## src/rtl/rom_reader_pkg.sv

```systemverilog
// Shared types and helpers for the ROM burst reader.
// Optional checksum output is enabled by defining ROM_READER_CHECKSUM_EN.
package rom_reader_pkg;

  localparam int AW_DEFAULT = 10;
  localparam int DW_DEFAULT = 32;

  typedef enum logic [1:0] {
    IDLE  = 2'd0,
    RUN   = 2'd1,
    DRAIN = 2'd2,
    DONE  = 2'd3
  } reader_state_t;

  // Bits needed to hold an occupancy count of 0..depth inclusive.
  function automatic int cnt_width(input int depth);
    return $clog2(depth + 1);
  endfunction

endpackage

```

## src/rtl/rom_reader_fifo.sv

```systemverilog
// Synchronous first-word-fall-through FIFO with occupancy count.
// Head word is visible on rdata whenever valid is high.
module rom_reader_fifo
  import rom_reader_pkg::*;
#(
  parameter int DEPTH = 4,
  parameter int WIDTH = 33,
  localparam int CW = cnt_width(DEPTH),
  localparam int PW = (DEPTH > 1) ? $clog2(DEPTH) : 1
) (
  input  logic             clk,
  input  logic             reset,
  input  logic             push,
  input  logic [WIDTH-1:0] wdata,
  input  logic             pop,
  output logic [WIDTH-1:0] rdata,
  output logic             valid,
  output logic [CW-1:0]    count
);

  logic [WIDTH-1:0] mem [DEPTH];
  logic [PW-1:0]    wr_ptr;
  logic [PW-1:0]    rd_ptr;
  logic             do_push;
  logic             do_pop;

  function automatic logic [PW-1:0] next_ptr(input logic [PW-1:0] ptr);
    return (ptr == PW'(DEPTH - 1)) ? '0 : ptr + PW'(1);
  endfunction

  assign valid   = (count != '0);
  assign do_pop  = pop && valid;
  // A push into a full FIFO is only accepted when the head leaves in the same cycle.
  assign do_push = push && ((count != CW'(DEPTH)) || do_pop);
  assign rdata   = mem[rd_ptr];

  always_ff @(posedge clk) begin
    if (do_push) begin
      mem[wr_ptr] <= wdata;
    end
  end

  always_ff @(posedge clk) begin
    if (reset) begin
      wr_ptr <= '0;
      rd_ptr <= '0;
      count  <= '0;
    end else begin
      if (do_push) begin
        wr_ptr <= next_ptr(wr_ptr);
      end
      if (do_pop) begin
        rd_ptr <= next_ptr(rd_ptr);
      end
      case ({do_push, do_pop})
        2'b10:   count <= count + CW'(1);
        2'b01:   count <= count - CW'(1);
        default: count <= count;
      endcase
    end
  end

endmodule

```

## src/rtl/rom_burst_reader.sv

```systemverilog
// Avalon-MM burst reader: pipelined single-word ROM reads delivered on a valid/ready stream.
// Define ROM_READER_CHECKSUM_EN to add the csum output (sum of words popped this transfer).
module rom_burst_reader
  import rom_reader_pkg::*;
#(
  parameter int RD_LAT     = 1,
  parameter int FIFO_DEPTH = 4,
  parameter int AW         = AW_DEFAULT,
  parameter int DW         = DW_DEFAULT
) (
  input  logic          clk_reader_clk,
  input  logic          rst_reader_reset,
  input  logic          cmd_start,
  input  logic [AW-1:0] cmd_base,
  input  logic [AW:0]   cmd_len,
  output logic          cmd_busy,
  output logic          cmd_done,
  output logic [AW-1:0] rom_master_address,
  output logic          rom_master_chipselect,
  output logic          rom_master_clken,
  output logic          rom_master_write,
  output logic [DW-1:0] rom_master_writedata,
  output logic [3:0]    rom_master_byteenable,
  output logic          rom_master_debugaccess,
  input  logic [DW-1:0] rom_master_readdata,
`ifdef ROM_READER_CHECKSUM_EN
  output logic [DW-1:0] csum,
`endif
  output logic [DW-1:0] out_data,
  output logic          out_valid,
  input  logic          out_ready,
  output logic          out_last
);

  localparam int CW = cnt_width(FIFO_DEPTH);
  localparam logic [AW:0] MAX_LEN = {1'b1, {AW{1'b0}}};

  reader_state_t state;
  reader_state_t state_nxt;

  logic [AW-1:0]     addr;
  logic [AW:0]       remaining;
  logic [AW:0]       len_clamped;
  logic [RD_LAT-1:0] pipe_vld;
  logic [RD_LAT-1:0] pipe_last;
  logic [CW-1:0]     fifo_count;
  logic [CW-1:0]     inflight;
  logic [CW:0]       credit_used;
  logic [DW:0]       head_word;
  logic              start_ok;
  logic              issue;
  logic              pop;

  assign rom_master_clken       = 1'b1;
  assign rom_master_write       = 1'b0;
  assign rom_master_writedata   = '0;
  assign rom_master_byteenable  = 4'hF;
  assign rom_master_debugaccess = 1'b0;

  assign len_clamped = (cmd_len > MAX_LEN) ? MAX_LEN : cmd_len;
  assign start_ok    = (state == IDLE) && cmd_start;

  always_comb begin
    inflight = '0;
    for (int i = 0; i < RD_LAT; i++) begin
      inflight = inflight + CW'(pipe_vld[i]);
    end
  end

  // Words buffered plus words still in the ROM pipe must never exceed the FIFO capacity.
  assign credit_used = {1'b0, fifo_count} + {1'b0, inflight};
  assign issue = (state == RUN) && (remaining != '0) &&
                 (credit_used < (CW + 1)'(FIFO_DEPTH));

  assign rom_master_chipselect = issue;
  assign rom_master_address    = addr;

  assign out_data = head_word[DW-1:0];
  assign out_last = out_valid && head_word[DW];
  assign pop      = out_valid && out_ready;

  rom_reader_fifo #(
    .DEPTH (FIFO_DEPTH),
    .WIDTH (DW + 1)
  ) u_fifo (
    .clk   (clk_reader_clk),
    .reset (rst_reader_reset),
    .push  (pipe_vld[RD_LAT-1]),
    .wdata ({pipe_last[RD_LAT-1], rom_master_readdata}),
    .pop   (pop),
    .rdata (head_word),
    .valid (out_valid),
    .count (fifo_count)
  );

  always_comb begin
    state_nxt = state;
    cmd_busy  = 1'b0;
    cmd_done  = 1'b0;
    case (state)
      IDLE: begin
        if (cmd_start) begin
          state_nxt = (len_clamped == '0) ? DONE : RUN;
        end
      end
      RUN: begin
        cmd_busy = 1'b1;
        if (issue && (remaining == (AW + 1)'(1))) begin
          state_nxt = DRAIN;
        end
      end
      DRAIN: begin
        cmd_busy = 1'b1;
        if (pop && out_last) begin
          state_nxt = DONE;
        end
      end
      DONE: begin
        cmd_done  = 1'b1;
        state_nxt = IDLE;
      end
      default: state_nxt = IDLE;
    endcase
  end

  always_ff @(posedge clk_reader_clk) begin
    if (rst_reader_reset) begin
      state     <= IDLE;
      addr      <= '0;
      remaining <= '0;
      pipe_vld  <= '0;
      pipe_last <= '0;
    end else begin
      state <= state_nxt;
      if (start_ok) begin
        addr      <= cmd_base;
        remaining <= len_clamped;
      end else if (issue) begin
        addr      <= addr + AW'(1);
        remaining <= remaining - (AW + 1)'(1);
      end
      // Each stage marks a read whose data returns RD_LAT cycles after issue.
      for (int i = RD_LAT - 1; i > 0; i--) begin
        pipe_vld[i]  <= pipe_vld[i-1];
        pipe_last[i] <= pipe_last[i-1];
      end
      pipe_vld[0]  <= issue;
      pipe_last[0] <= issue && (remaining == (AW + 1)'(1));
    end
  end

`ifdef ROM_READER_CHECKSUM_EN
  always_ff @(posedge clk_reader_clk) begin
    if (rst_reader_reset) begin
      csum <= '0;
    end else if (start_ok) begin
      csum <= '0;
    end else if (pop) begin
      csum <= csum + out_data;
    end
  end
`endif

endmodule
```

## config.mk

```make
export PLATFORM = sky130hd
export DESIGN_NAME = rom_burst_reader
export DESIGN_NICKNAME = d
export VERILOG_FILES = /design/src/rtl/rom_reader_pkg.sv /design/src/rtl/rom_reader_fifo.sv /design/src/rtl/rom_burst_reader.sv
export SDC_FILE = /design/constraint.sdc
export NUM_CORES = 1
export LEC_CHECK = 0
export BUFFER_PORTS_ARGS = -buffer_cell sky130_fd_sc_hd__buf_4
export CELL_PAD_IN_SITES_DETAIL_PLACEMENT = 2
export CELL_PAD_IN_SITES_GLOBAL_PLACEMENT = 2
export CORE_AREA = 2 2 136 138
export CTS_BUF_LIST = sky130_fd_sc_hd__clkbuf_2 sky130_fd_sc_hd__clkbuf_4 sky130_fd_sc_hd__clkbuf_8
export DETAILED_ROUTE_END_ITERATION = 8
export DIE_AREA = 0 0 138 140
export HOLD_SLACK_MARGIN = 0.12
export PLACE_DENSITY_LB_ADDON = 0.12
export SYNTH_ARGS = -nofsm -noshare
export SYNTH_HDL_FRONTEND = slang
export SYNTH_SLANG_ARGS = --single-unit
```

## constraint.sdc

```tcl
create_clock -name clk_reader_clk -period 2.6 [get_ports clk_reader_clk]
set_input_delay 0.26 -clock clk_reader_clk [delete_from_list [all_inputs] [get_ports clk_reader_clk]]
set_output_delay 0.26 -clock clk_reader_clk [all_outputs]
set_load 0.02 [all_outputs]
```

# After elaboration in Yosys (flattened, before gate mapping)
# Memory sizes are Yosys's and may differ from the RTL's. A register that Yosys moved wholly into a read port is not among the register bits.
# Index checks and enable logic that the tools add are counted.
# Widths: inputs -> output; s select.
# totals
register_bits	32
memories	1
mem_bits_ro	0
latchBits	0
output_inout_bits	86
in_bits	57
elab_cells	67
ram_bits	132
# op_classes
shifts	0
multipliers	0
n_reduce_logical	18
n_eq_ne	12
n_lt_le_gt_ge	2
bitwise_logic	0
n_addsub	7
div_mod_pow	0
muxes	19
# memory_table
memory	depth	width	read_ports	rd_ports_with_merged_regs	write_ports	line	rtl
u_fifo.mem	4	33	1	1	1	rom_reader_fifo.sv:21	logic [WIDTH-1:0] mem [DEPTH];
# op_table
cell	count
$mux 11	3
$mux 10	2
$mux 2	8
$eq 11x1->1 const B	1
$gt 11x11->1 const B	1
$logic_not 11->1	1
$reduce_bool 11->1	1
$sub 11x1->11 const B	1
$add 10x1->10 const B	1
$eq 2x2->1 const B	5
$logic_and 1x1->1	9
$pmux 2 s4	1
$pmux 3 s2	1
$add 2x1->2 const B	2
$add 3x1->4	1
$eq 2x1->1 const B	2
$lt 4x3->1 const B	1
$mux 1	4
$ne 2x2->1 const B	2
$reduce_bool 2->1	2
$add 3x1->3 const B	1
$ne 3x3->1 const B	1
$reduce_and 3->1	1
$reduce_bool 3->1	1
5 further kinds	5

# Logic depth before layout (Yosys ltp)
# Gate-level depths: netlist (run 1).
# logic_depth
depth_word	7
mapped_depth	9
mapped_depth_nobuf	9

# Hierarchy
# A second synthesis (run 1) with hierarchy kept.
# unflattened
hier_cells	463
area_unflattened_um2	7175.6
# modules_own_cells
module	cells_each	instances	area_each_um2	seq_area_each_um2
rom_reader_fifo	236	1	5337.6	4144.0
rom_burst_reader	227	1	1838.0	500.5

# Least setup slack after synthesis (run 1)
# No wires, ideal clock.
# synth_path
path_kind	reg2reg
startpoint	reg u_fifo.count[0]
endpoint	reg u_fifo.count[2]
t_required_ps	2529
arrival_ps	2056
n_path_buf	0
setup_slack_ps	474
setup_ps	71
synth_period_minus_slack_ps	2126
stages_incl_launch_ff	9
path_cell_list	dfxtp_1 > o41a_1 > inv_1 > ha_1 > inv_1 > fa_1 > xor2_1 > or3_1 > a21oi_1
# synth_via
elab_chain_len	7
elab_cells_between_ends	12
cone_classes	add/sub (2); eq/ne (3); mux (1); reduce/logical (6)
# synth_rtl
element	line	rtl
start, declared	rom_reader_fifo.sv:18	output logic [CW-1:0] count
start signal, assigned	rom_reader_fifo.sv:56	2'b10: count <= count + CW'(1);
start signal, assigned	rom_reader_fifo.sv:57	2'b01: count <= count - CW'(1);
start signal, assigned	rom_reader_fifo.sv:58	default: count <= count;
$reduce_bool 3->1	rom_reader_fifo.sv:31	assign valid = (count != '0);
$logic_and 1x1->1	rom_burst_reader.sv:80	assign pop = out_valid && out_ready;
$logic_and 1x1->1	rom_reader_fifo.sv:32	assign do_pop = pop && valid;
$logic_or 1x1->1	rom_reader_fifo.sv:34	assign do_push = push && ((count != CW'(DEPTH)) || do_pop);
$logic_and 1x1->1	rom_reader_fifo.sv:34	
$eq 2x1->1 / $eq 2x2->1 (equally long branches)	rom_reader_fifo.sv:55	case ({do_push, do_pop})
$pmux 3 s2 / $reduce_bool 2->1 (equally long branches)	-	
# Parallel ways exist; a longest one is shown, timed or not.
# A chain may end at the register's enable or synchronous reset.

# Worst setup path in the final report (run 1)
# Same ends and word-level chain as after synthesis.

==> metrics.md, run 1 <==
| Metric | Value |
|---|---|
| Hold WC Path Type | input pin to register |
| Filler instances | 1679 |
| Initial antenna violation count | 1 |
| Port Buf Inserts | 103 |
| Sequential area share after synthesis | 66.2% |
| CP arrival | approximately 2.7 ns |
| Final worst path period share | 91.1% |
| Die Area | 0.0193 mm² |
| Worst Skew | 0.0170 ns |
| CP Data Required Time | just under 3 ns |
| # rows | 49 |
| Power density cells | 878 mW/mm² |
| Post-Syn Area | ~0.0070 mm² |
| Max-Cap Viols | 0 |
| GP Congestion | 0.745 |
| Remaining antenna violation count after routing | 0 |
| Critical path peak fanout | 6 |
| Primary FF master, synth | edfxtp_1 |
| Syn Inst Count | 450 |
| DP Cell Count | 769 |
| Clock sink count | 166 |
| Worst R2R Start | u_fifo.count[0] |
| Min-Delay Startpoint | cmd_len[2] |
| 1st-iter DRT viols | 156 |
| Synth top area share | 56.5% |
| I/O pin count | 143 |
| Chip Height | between 100 and 150 µm |
| Post-Route WL | 17200 µm |
| Peak supply drop | 0.426 mV |
| Clock Latency Late Sink | between 0.4 and 0.5 ns |
| Antenna cells | 0 |
| Clk slew on worst S/H paths | 0.08 ns |
| DP Area | roughly 0.0079 mm² |
| CP dominant cell by count | inv_1 |
| CP max-delay cell | o41a_1 |
| Post-synth EDFFs | 132 |
| CP startpoint | u_fifo.count[0] |
| Setup ws final | about 0.23 ns |
| Top post-synthesis cells by area | edfxtp_1 (56%), mux4_2 (11%), dfxtp_1 (9.7%) |
| Status | complete, no violations |
| Count of final hold-check violations | 0 |
| Leak | ~3.2 nW |
| Cts repair resizes | 0 |
| Core footprint | 0.0178 mm² |
| Pre-CTS WS | 0.267 ns |
| Synth area leader | edfxtp_1 |
| Average size of a mapped cell | ~16 µm² |
| First-pass GRT wire length | 27400 µm |
| RSZ-0062 raised after global routing | no |
| Root Driver | clkbuf_8 |
| Non-Filler Instances | ~850 |
| Syn. warnings | 0 |
| Area grow syn2layout | 25.7% |
| Total negative slack | 0 ns |
| Delay of the slowest critical-path stage | 0.52 ns |
| Worst Setup Start Kind | register |
| Top-count cell post-synth | edfxtp_1 |
| Number of buffers created by CTS | 17 |
| H-tree lvl count | 4 |
| Fin area | 0.00882 mm² |
| Total number of vias | around 4200 |
| HPWL after DPL | 11500 µm |
| WS Path Type | register to register |
| Fmax | 422 MHz |
| Die Width | 138 µm |
| Min cycle time layout | 2.37 ns |
| Post-synth ARST share | 0% |
| Fraction of layout cells with a size suffix above 1 | between 20% and 30% |
| DRC errors left | 0 |
| Count of cell types in the netlist | 43 |
| Max Slew Vio Count | 0 |
| CTS tree | built |
| Slew HR | 37.2% |
| Clock Path Buffers | 2 |
| Crit. End Element | register |
| Global route total overflow | 0 |
| Drt first pass iters | 4 |
| Vias per inst | 4.93 |
| Cells along the critical path | o41a_1, inv_1, ha_1, inv_1, fa_1, xor2_1, or3_1, a21oi_1 |
| Largest net degree at the start of global routing | 34 |
| Commonest cells in the netlist | edfxtp_1 (132), buf_4 (39), dfxtp_1 (34) |
| Initial Util | 39.5% |
| Setup violations, final | 0 |
| Slew @ Worst Pin | 0.943 ns |
| #FFs+latches synth | 166 |
| GR Util All Layers | 18.5% |
| DR WL/cell | 20.1 µm |
| Fin nets | 685 |
| Number of global-route vias before repair | 4803 |
[path summary, 6_finish.rpt]
path,end,slack [ns],cells past startpoint
setup / recovery,u_fifo.count[2],0.23,8
hold / removal,remaining[2],0.16,3
setup reg to reg,u_fifo.count[2],0.23,8
hold reg to reg,u_fifo.mem[1][32],0.50,0
[layout by cell type, fill, tap and decap left out, types with 2 or more instances in the layout]
| master | synthesis | final |
|---|---|---|
| nand3_1 | 13 | 13 |
| xor2_1 | 11 | 11 |
| and2_1 | 6 | 2 |
| or4_1 | 2 | 2 |
| nor3_1 | 6 | 6 |
| a221oi_1 | 2 | 2 |
| inv_1 | 17 | 17 |
| a21boi_0 | 2 | 2 |
| buf_12 | 0 | 2 |
| clkbuf_8 | 0 | 18 |
| a22o_1 | 3 | 3 |
| o21ai_0 | 8 | 8 |
| nand2_1 | 21 | 21 |
| xnor2_1 | 6 | 6 |
| clkbuf_4 | 0 | 9 |
| mux4_2 | 33 | 33 |
| nand4_1 | 4 | 4 |
| or3_1 | 3 | 3 |
| conb_1 | 2 | 39 |
| a21oi_1 | 12 | 12 |
| clkinv_2 | 0 | 2 |
| mux2i_1 | 2 | 2 |
| nor4_4 | 2 | 2 |
| edfxtp_1 | 132 | 132 |
| nor2_1 | 25 | 25 |
| dlygate4sd3_1 | 0 | 51 |
| nor4_1 | 4 | 4 |
| dfxtp_1 | 34 | 32 |
| a311oi_1 | 2 | 2 |
| ha_1 | 15 | 15 |
| and3_1 | 5 | 5 |
| buf_4 | 39 | 108 |
| and2_2 | 0 | 4 |
| dfxtp_2 | 0 | 2 |
| a211oi_1 | 10 | 10 |
[timing repair]
| item | CTS | global route |
|---|---|---|
| hold buffers | 51 | 0 |
| setup endpoints to repair | 0 | 1 |
| buffers inserted | 0 | 2 |
| endpoints found under the hold margin | 147 | 0 |
[sequential cells by signal, summed over array words and instances, names as in the netlist, named ones only]
| signal | cells |
|---|---|
| pipe_last | 1 |
| remaining | 11 |
| rom_master_address | 10 |
| u_fifo.count | 3 |
| state | 2 |
| pipe_vld | 1 |
| u_fifo.rd_ptr | 2 |
| u_fifo.mem | 132 |
| u_fifo.wr_ptr | 2 |
[where the power goes]
group | switching [mW] | internal, mW | total, mW
Combinational | 1.43 | 1.14 | 2.57
Sequential | 0.255 | 3.15 | 3.40
Clock | 0.894 | 0.878 | 1.77
Total | 2.58 | 5.17 | 7.75
[kinds of logic after synthesis]
logic type / count (synthesis) / synth area share [%]
and+or+nand+nor: 100 / 7.59
buffers and inverters: 72 / 6.06
muxes: 35 / 10.9
xor gates and xnor gates: 17 / 2.12
adders and majority gates: 16 / 2.96
other: 2 / 0.107
DFF: 166 / 66.2
AOI/OAI and AO/OA: 42 / 4.12
[through the flow]
step / total power [mW] / util, % / hold WS, ns
global route: 8.22 / 49.6 / 0.167
global placement: 5.86 / 44.6 / 0.459
detailed placement: 5.96 / 44.6 / 0.466
CTS: 7.82 / 49.5 / 0.124
finish: 7.75 / 49.6 / 0.155
floorplan: 5.06 / - / 0.359
[per-layer routing]
layer	share of wire, %	track usage [%]	up-vias
met1	42	23.0	2131
met3	3.9	4.82	15
met5	0	0	-
li1	-	-	1948
met4	1.2	4.35	0
met2	52	32.7	112
[layout make-up]
class                   count  area, µm²  area share [%]
flip-flops and latches    166       4650            52.7
multi-input cells         249       2090            23.7
repair buffers            161       1360            15.4
clock buffers              27        315            3.57
well taps                 229        287            3.25
inverters                  17       63.8           0.723
clock inverters             5       56.3           0.638
[critical path, delay by kind of cell (launching register included)]
kind | cells | cell delay, ns
compound gates | 2 | 0.66
fa+ha+maj | 2 | 0.57
flops | 1 | 0.36
simple gates | 1 | 0.32
buf+inv | 2 | 0.20
xor+xnor | 1 | 0.17
No activity file was read; power rests on OpenSTA's default activity.
==> inputs of run 2 (changes only) <==
==> constraint.sdc (replaced) <==
create_clock -name clk_reader_clk -period 2.6 [get_ports clk_reader_clk]
set_input_delay 0.39 -clock clk_reader_clk [delete_from_list [all_inputs] [get_ports clk_reader_clk]]
set_output_delay 0.39 -clock clk_reader_clk [all_outputs]
set_load 0.02 [all_outputs]
==> metrics.md, run 2 (same netlist as run 1, synthesis figures left out) <==
| Metric | Value |
|---|---|
| Leak | between 3 and 4 nW |
| DP Area | 0.00793 mm² |
| Delay-heaviest family, CP | multiplexers |
| Post-Route WL | around 17000 µm |
| 1st-iter DRT viols | 151 |
| Setup violations, final | 0 |
| Worst Setup Start Kind | register |
| DRC errors left | 0 |
| Remaining antenna violation count after routing | 0 |
| Area grow syn2layout | 23.9% |
| H-tree lvl count | 4 |
| I/O pin count | 143 |
| Post-CTS setup buffer count | 0 |
| Initial antenna violation count | 0 |
| R2r setup slk | 0.25 ns |
| Slew HR | 36.9% |
| Total power | 7.81 mW |
| Worst Skew | approximately 0.022 ns |
| Global route total overflow | 0 |
| Clock sink count | about 170 |
| Max Slew Vio Count | 0 |
| Critical path peak fanout | 19 |
| DR WL/cell | 20.6 µm |
| WS Path Type | register to output pin |
| Worst Path Buf+Inv | 2 |
| Min-Delay Startpoint | cmd_len[0] |
| Peak supply drop | 0.400 mV |
| Cts repair resizes | 0 |
| Fin area | 0.00869 mm² |
| Die Width | 138 µm |
| Total number of vias | approximately 4200 |
| Drt first pass iters | 4 |
| Status | complete, no violations |
| Hold EP | remaining[0] |
| Final core occ | between 40 and 50% |
| Core footprint | 0.0178 mm² |
| Number of buffers created by CTS | 17 |
| # rows | 49 |
| Root Driver | clkbuf_8 |
| Internal power | 5.04 mW |
| Port Buf Inserts | 103 |
| Most frequent cells in the layout | edfxtp_1 (132), buf_4 (109), conb_1 (39) |
| Clk pwr share | 24.0% |
| Fin nets | approximately 670 |
| CP Data Required Time | 2.21 ns |
| Busiest grt layer | met2 |
| GR Util All Layers | 18.7% |
| Clock Latency Late Sink | about 0.47 ns |
| Most flops, register | u_fifo.mem |
| Antenna cells | 0 |
| RSZ-0062 raised after global routing | no |
| GP Congestion | 0.741 |
| Switch share | 35.4% |
| GRT met1 Usage | 22.8% |
| CTS tree | built |
| Hold Crit Depth | 3 |
| Vias per inst | approximately 5 |
| Hold Slack | 0.163 ns |
| Commonest non-fill, non-tap cell in the layout | edfxtp_1 |
| Reg-to-Reg End | u_fifo.count[2] |
| Cells along the critical path | buf_4, mux4_2, buf_4 |
| First-pass GRT wire length | 27400 µm |
| HPWL after DPL | 11600 µm |
| Power density cells | between 800 and 900 mW/mm² |
| Slew @ Worst Pin | between 0.9 and 1 ns |
| Hold WC Path Type | input pin to register |
| Number of global-route vias before repair | around 4600 |
| CP arrival | 2.00 ns |
| Crit. End Element | output pin |
| Total negative slack | 0 ns |
| Clock Path Buffers | 2 |
| Initial Util | 39.5% |
| Met3 Track Usage GR | 4.31% |
| Min cycle time layout | 2.39 ns |
| CP max-delay cell | mux4_2 |
| Final worst path period share | around 92% |
| Delay of the slowest critical-path stage | ~0.59 ns |
| Worst R2R Start | u_fifo.count[0] |
| Worst Reg-to-Reg Cells | 8 |
| Count of final hold-check violations | 0 |
| CP dominant cell by count | buf_4 |
| Die Area | between 0.015 and 0.02 mm² |
| Clk slew on worst S/H paths | roughly 0.1 ns |
| CTS Hold Bufs | 37 |
| Met2 Track Usage GR | 33.7% |
| Max-Cap Viols | 0 |
| Logic pwr share | 32.7% |
| Fraction of layout cells with a size suffix above 1 | 30.4% |
| Fmax | approximately 420 MHz |
| Largest net degree at the start of global routing | 34 |
| Chip Height | 140 µm |
| Largest register FFs | roughly 130 |
| Sw Pwr | 2.76 mW |
| Sequential fraction of design power | 43.3% |
-- run 2: stage by stage --
| stage | setup WS, ns | cells |
|---|---|---|
| finish | 0.206 | 840 |
| global placement | 0.233 | 771 |
| CTS | 0.130 | 840 |
| floorplan | 0.465 | 487 |
| global route | 0.0612 | 840 |
| detailed placement | 0.168 | 771 |
-- run 2: worst min-delay path: cells and delay by family --
family	cells	cell delay [ns]
buffers and inverters	1	0.09
AOI/OAI and AO/OA	1	0.06
and+or+nand+nor	1	0.05
-- run 2: how the worst max path moves through the flow --
stage               startpoint               to  slack [ns]  cells after the start
finish                register     out_data[18]        0.21                      3
global route          register     out_data[18]        0.06                      3
CTS                   register      out_data[6]        0.13                      3
detailed placement   out_ready  u_fifo.count[2]        0.17                      9
global placement     out_ready  u_fifo.count[2]        0.23                      9
floorplan            out_ready  u_fifo.count[2]        0.46                      8
-- run 2: layout make-up --
class                           count  area [µm²]
Clock buffer                       17         234
Fill cell                        1700        9080
Clock inverter                     15         161
Tap cell                          229         287
Inverter                           17        63.8
Timing Repair Buffer              147        1210
Multi-Input combinational cell    249        2090
Sequential cell                   166        4650
-- run 2: routing by layer --
metal | part of all wire (%) | routed length [µm] | up-vias
li1 | - | - | 1917
met1 | 42 | 7230 | 2148
met2 | 54 | 9360 | 97
met3 | 3.3 | 578 | 12
met4 | 0.87 | 151 | 0
met5 | 0 | 0 | -
-- run 2: power by group through the flow --
stage | clock, mW | combinational [mW] | sequential, mW
after global placement | 0 | 2.45 | 3.41
final | 1.87 | 2.56 | 3.38
after floorplan | 0 | 1.65 | 3.41
after detailed placement | 0 | 2.53 | 3.44
after CTS | 1.93 | 2.60 | 3.38
after global routing | 2.03 | 2.80 | 3.42
==> inputs of run 3 (changes only) <==
BUFFER_PORTS_ARGS = -buffer_cell sky130_fd_sc_hd__buf_2   (was -buffer_cell sky130_fd_sc_hd__buf_4)
CORE_AREA = 2 2 139 141   (was 2 2 136 138)
CTS_BUF_LIST = default   (was sky130_fd_sc_hd__clkbuf_2 sky130_fd_sc_hd__clkbuf_4 sky130_fd_sc_hd__clkbuf_8)
DIE_AREA = 0 0 141 143   (was 0 0 138 140)
PLACE_DENSITY_LB_ADDON = 0.1   (was 0.12)
==> metrics.md, run 3 (same netlist as run 1, synthesis figures left out) <==
| Metric | Value |
|---|---|
| Status | complete, no violations |
| Chip Height | 143 µm |
| Worst Setup Start Kind | register |
| Number of global-route vias before repair | between 4000 and 5000 |
| Global route total overflow | 0 |
| Non-Filler Instances | 806 |
| Fin nets | approximately 630 |
| Cts repair resizes | 0 |
| Peak supply drop | 0.430 mV |
| Commonest non-fill, non-tap cell in the layout | edfxtp_1 |
| 1st-iter DRT viols | 132 |
| CP Data Required Time | approximately 2.2 ns |
| Total number of vias | 4024 |
| Sw Pwr | between 2 and 3 mW |
| Slew HR | 37.8% |
| Root Driver | clkbuf_16 |
| Initial antenna violation count | 0 |
| GP Congestion | 0.741 |
| Fraction of layout cells with a size suffix above 1 | 31.8% |
| Post-Route WL | approximately 17000 µm |
| Cells along the critical path | inv_1, ha_1, and2b_1, and2_1, nand2_1, inv_1, buf_2 |
| Die Area | 0.0202 mm² |
| CP dominant cell by count | inv_1 |
| DP Area | 0.00769 mm² |
| Logic pwr share | between 20% and 30% |
| Delay of the slowest critical-path stage | about 0.36 ns |
| CTS tree | built |
| DRC errors left | 0 |
| Fin area | 0.00825 mm² |
| Max Slew Vio Count | 0 |
| Initial Util | 37.8% |
| Port Buf Inserts | roughly 100 |
| RSZ-0062 raised after global routing | no |
| Post-CTS setup buffer count | 0 |
| First-pass GRT wire length | 26100 µm |
| DR WL/cell | just over 20 µm |
| Clock sink count | approximately 170 |
| GR Util All Layers | 17.3% |
| Leak | 2.97 nW |
| Clk pwr share | between 20% and 30% |
| Sequential fraction of design power | between 40% and 50% |
| Reg area | around 0.0046 mm² |
| Number of buffers created by CTS | 17 |
| CTS Hold Bufs | 0 |
| Most flops, register | u_fifo.mem |
| Area grow syn2layout | 17.5% |
| Max-Cap Viols | 0 |
| Crit. End Element | output pin |
| Slew @ Worst Pin | 0.933 ns |
| Fmax | 415 MHz |
| WS Path Type | register to output pin |
| Vias per inst | between 4 and 5 |
| Clock Latency Late Sink | 0.42 ns |
| Clock Path Buffers | 2 |
| Area of the multi-input gates | 0.00209 mm² |
| Clk slew on worst S/H paths | 0.06 ns |
| Final worst path period share | 92.7% |
| Min cycle time layout | 2.41 ns |
| H-tree lvl count | 4 |
| DP Cell Count | 775 |
| Switch share | ~33% |
| Drt first pass iters | 4 |
| Filler instances | between 1500 and 2000 |
| Count of final hold-check violations | 0 |
| # rows | 50 |
| Most frequent cells in the layout | edfxtp_1 (132), buf_2 (103), conb_1 (39) |
| Largest register FFs | about 130 |
| Core footprint | 0.0186 mm² |
| Hold WC Path Type | input pin to register |
| CP arrival | just over 2 ns |
| Power density cells | 979 mW/mm² |
| I/O pin count | 143 |
| Internal power | 5.39 mW |
| HPWL after DPL | 11200 µm |
| Setup violations, final | 0 |
| Critical path peak fanout | 5 |
| Largest net degree at the start of global routing | 34 |
| Die Width | 141 µm |
| Total negative slack | 0 ns |
| Antenna cells | 0 |
| CP max-delay cell | dfxtp_1 |
| Remaining antenna violation count after routing | 0 |
| Worst Skew | around 0.008 ns |
[run 3: cell count changes in the layout (fill, tap and decap cells not counted)]
cell / before / now
buf_12: 1 / 3
buf_2: 0 / 103
buf_4: 109 / 3
clkbuf_16: 0 / 17
clkbuf_8: 17 / 0
clkinv_1: 0 / 2
clkinv_4: 2 / 3
clkinv_8: 1 / 0
clkinvlp_4: 2 / 3
dlygate4sd3_1: 37 / 0
inv_6: 5 / 4
inv_8: 3 / 0
[run 3: path summary, 6_finish.rpt]
kind	start	end	slack, ns	cells past startpoint
worst max-delay path	state[1]	rom_master_chipselect	0.19	7
worst min-delay path	cmd_base[9]	rom_master_address[9]	0.18	3
worst max register to register	u_fifo.count[0]	u_fifo.count[2]	0.30	8
worst min register to register	pipe_last	u_fifo.mem[2][32]	0.48	0
[run 3: area by class of cell]
type / count / share of cell area, %
clock buffer: 17 / 5.16
multi-input combinational: 249 / 25.4
tap: 234 / 3.55
clock inverter: 14 / 1.53
timing repair buffer: 109 / 7.25
sequential: 166 / 56.3
inverter: 17 / 0.774
[run 3: power by group through the flow]
stage               Sequential [mW]  Clock (mW)  Combinational, mW
finish                         3.39        2.38               2.31
global route                   3.43        2.55               2.57
CTS                            3.40        2.45               2.36
detailed placement             3.45           0               2.34
global placement               3.43           0               2.29
floorplan                      3.41           0               1.65
[run 3: metrics by stage]
stage / setup WS (ns) / hold WS, ns / power [mW] / util (%)
2_1_floorplan: 0.465 / 0.438 / 5.06 / -
3_3_place_gp: 0.229 / 0.452 / 5.72 / 41.4
3_5_place_dp: 0.191 / 0.468 / 5.79 / 41.4
4_1_cts: 0.136 / 0.165 / 8.21 / 44.4
5_1_grt: 0.0199 / 0.172 / 8.55 / 44.4
6_report: 0.189 / 0.179 / 8.07 / 44.4
[run 3: worst max-delay path: cells and delay by family (launching register included)]
family	cells	cell delay, ns
and+or+nand+nor	3	0.56
buffers and inverters	3	0.47
DFF	1	0.36
adders and majority gates	1	0.21
[run 3: routing by layer]
metal  vias to the layer above  GRT usage (%)  part of all wire (%)
met4                         0           5.05                   1.1
met5                         -              0                     0
li1                       1854              -                     -
met1                      2063           20.5                    42
met2                        92           32.0                    54
met3                        15           3.45                   3.2
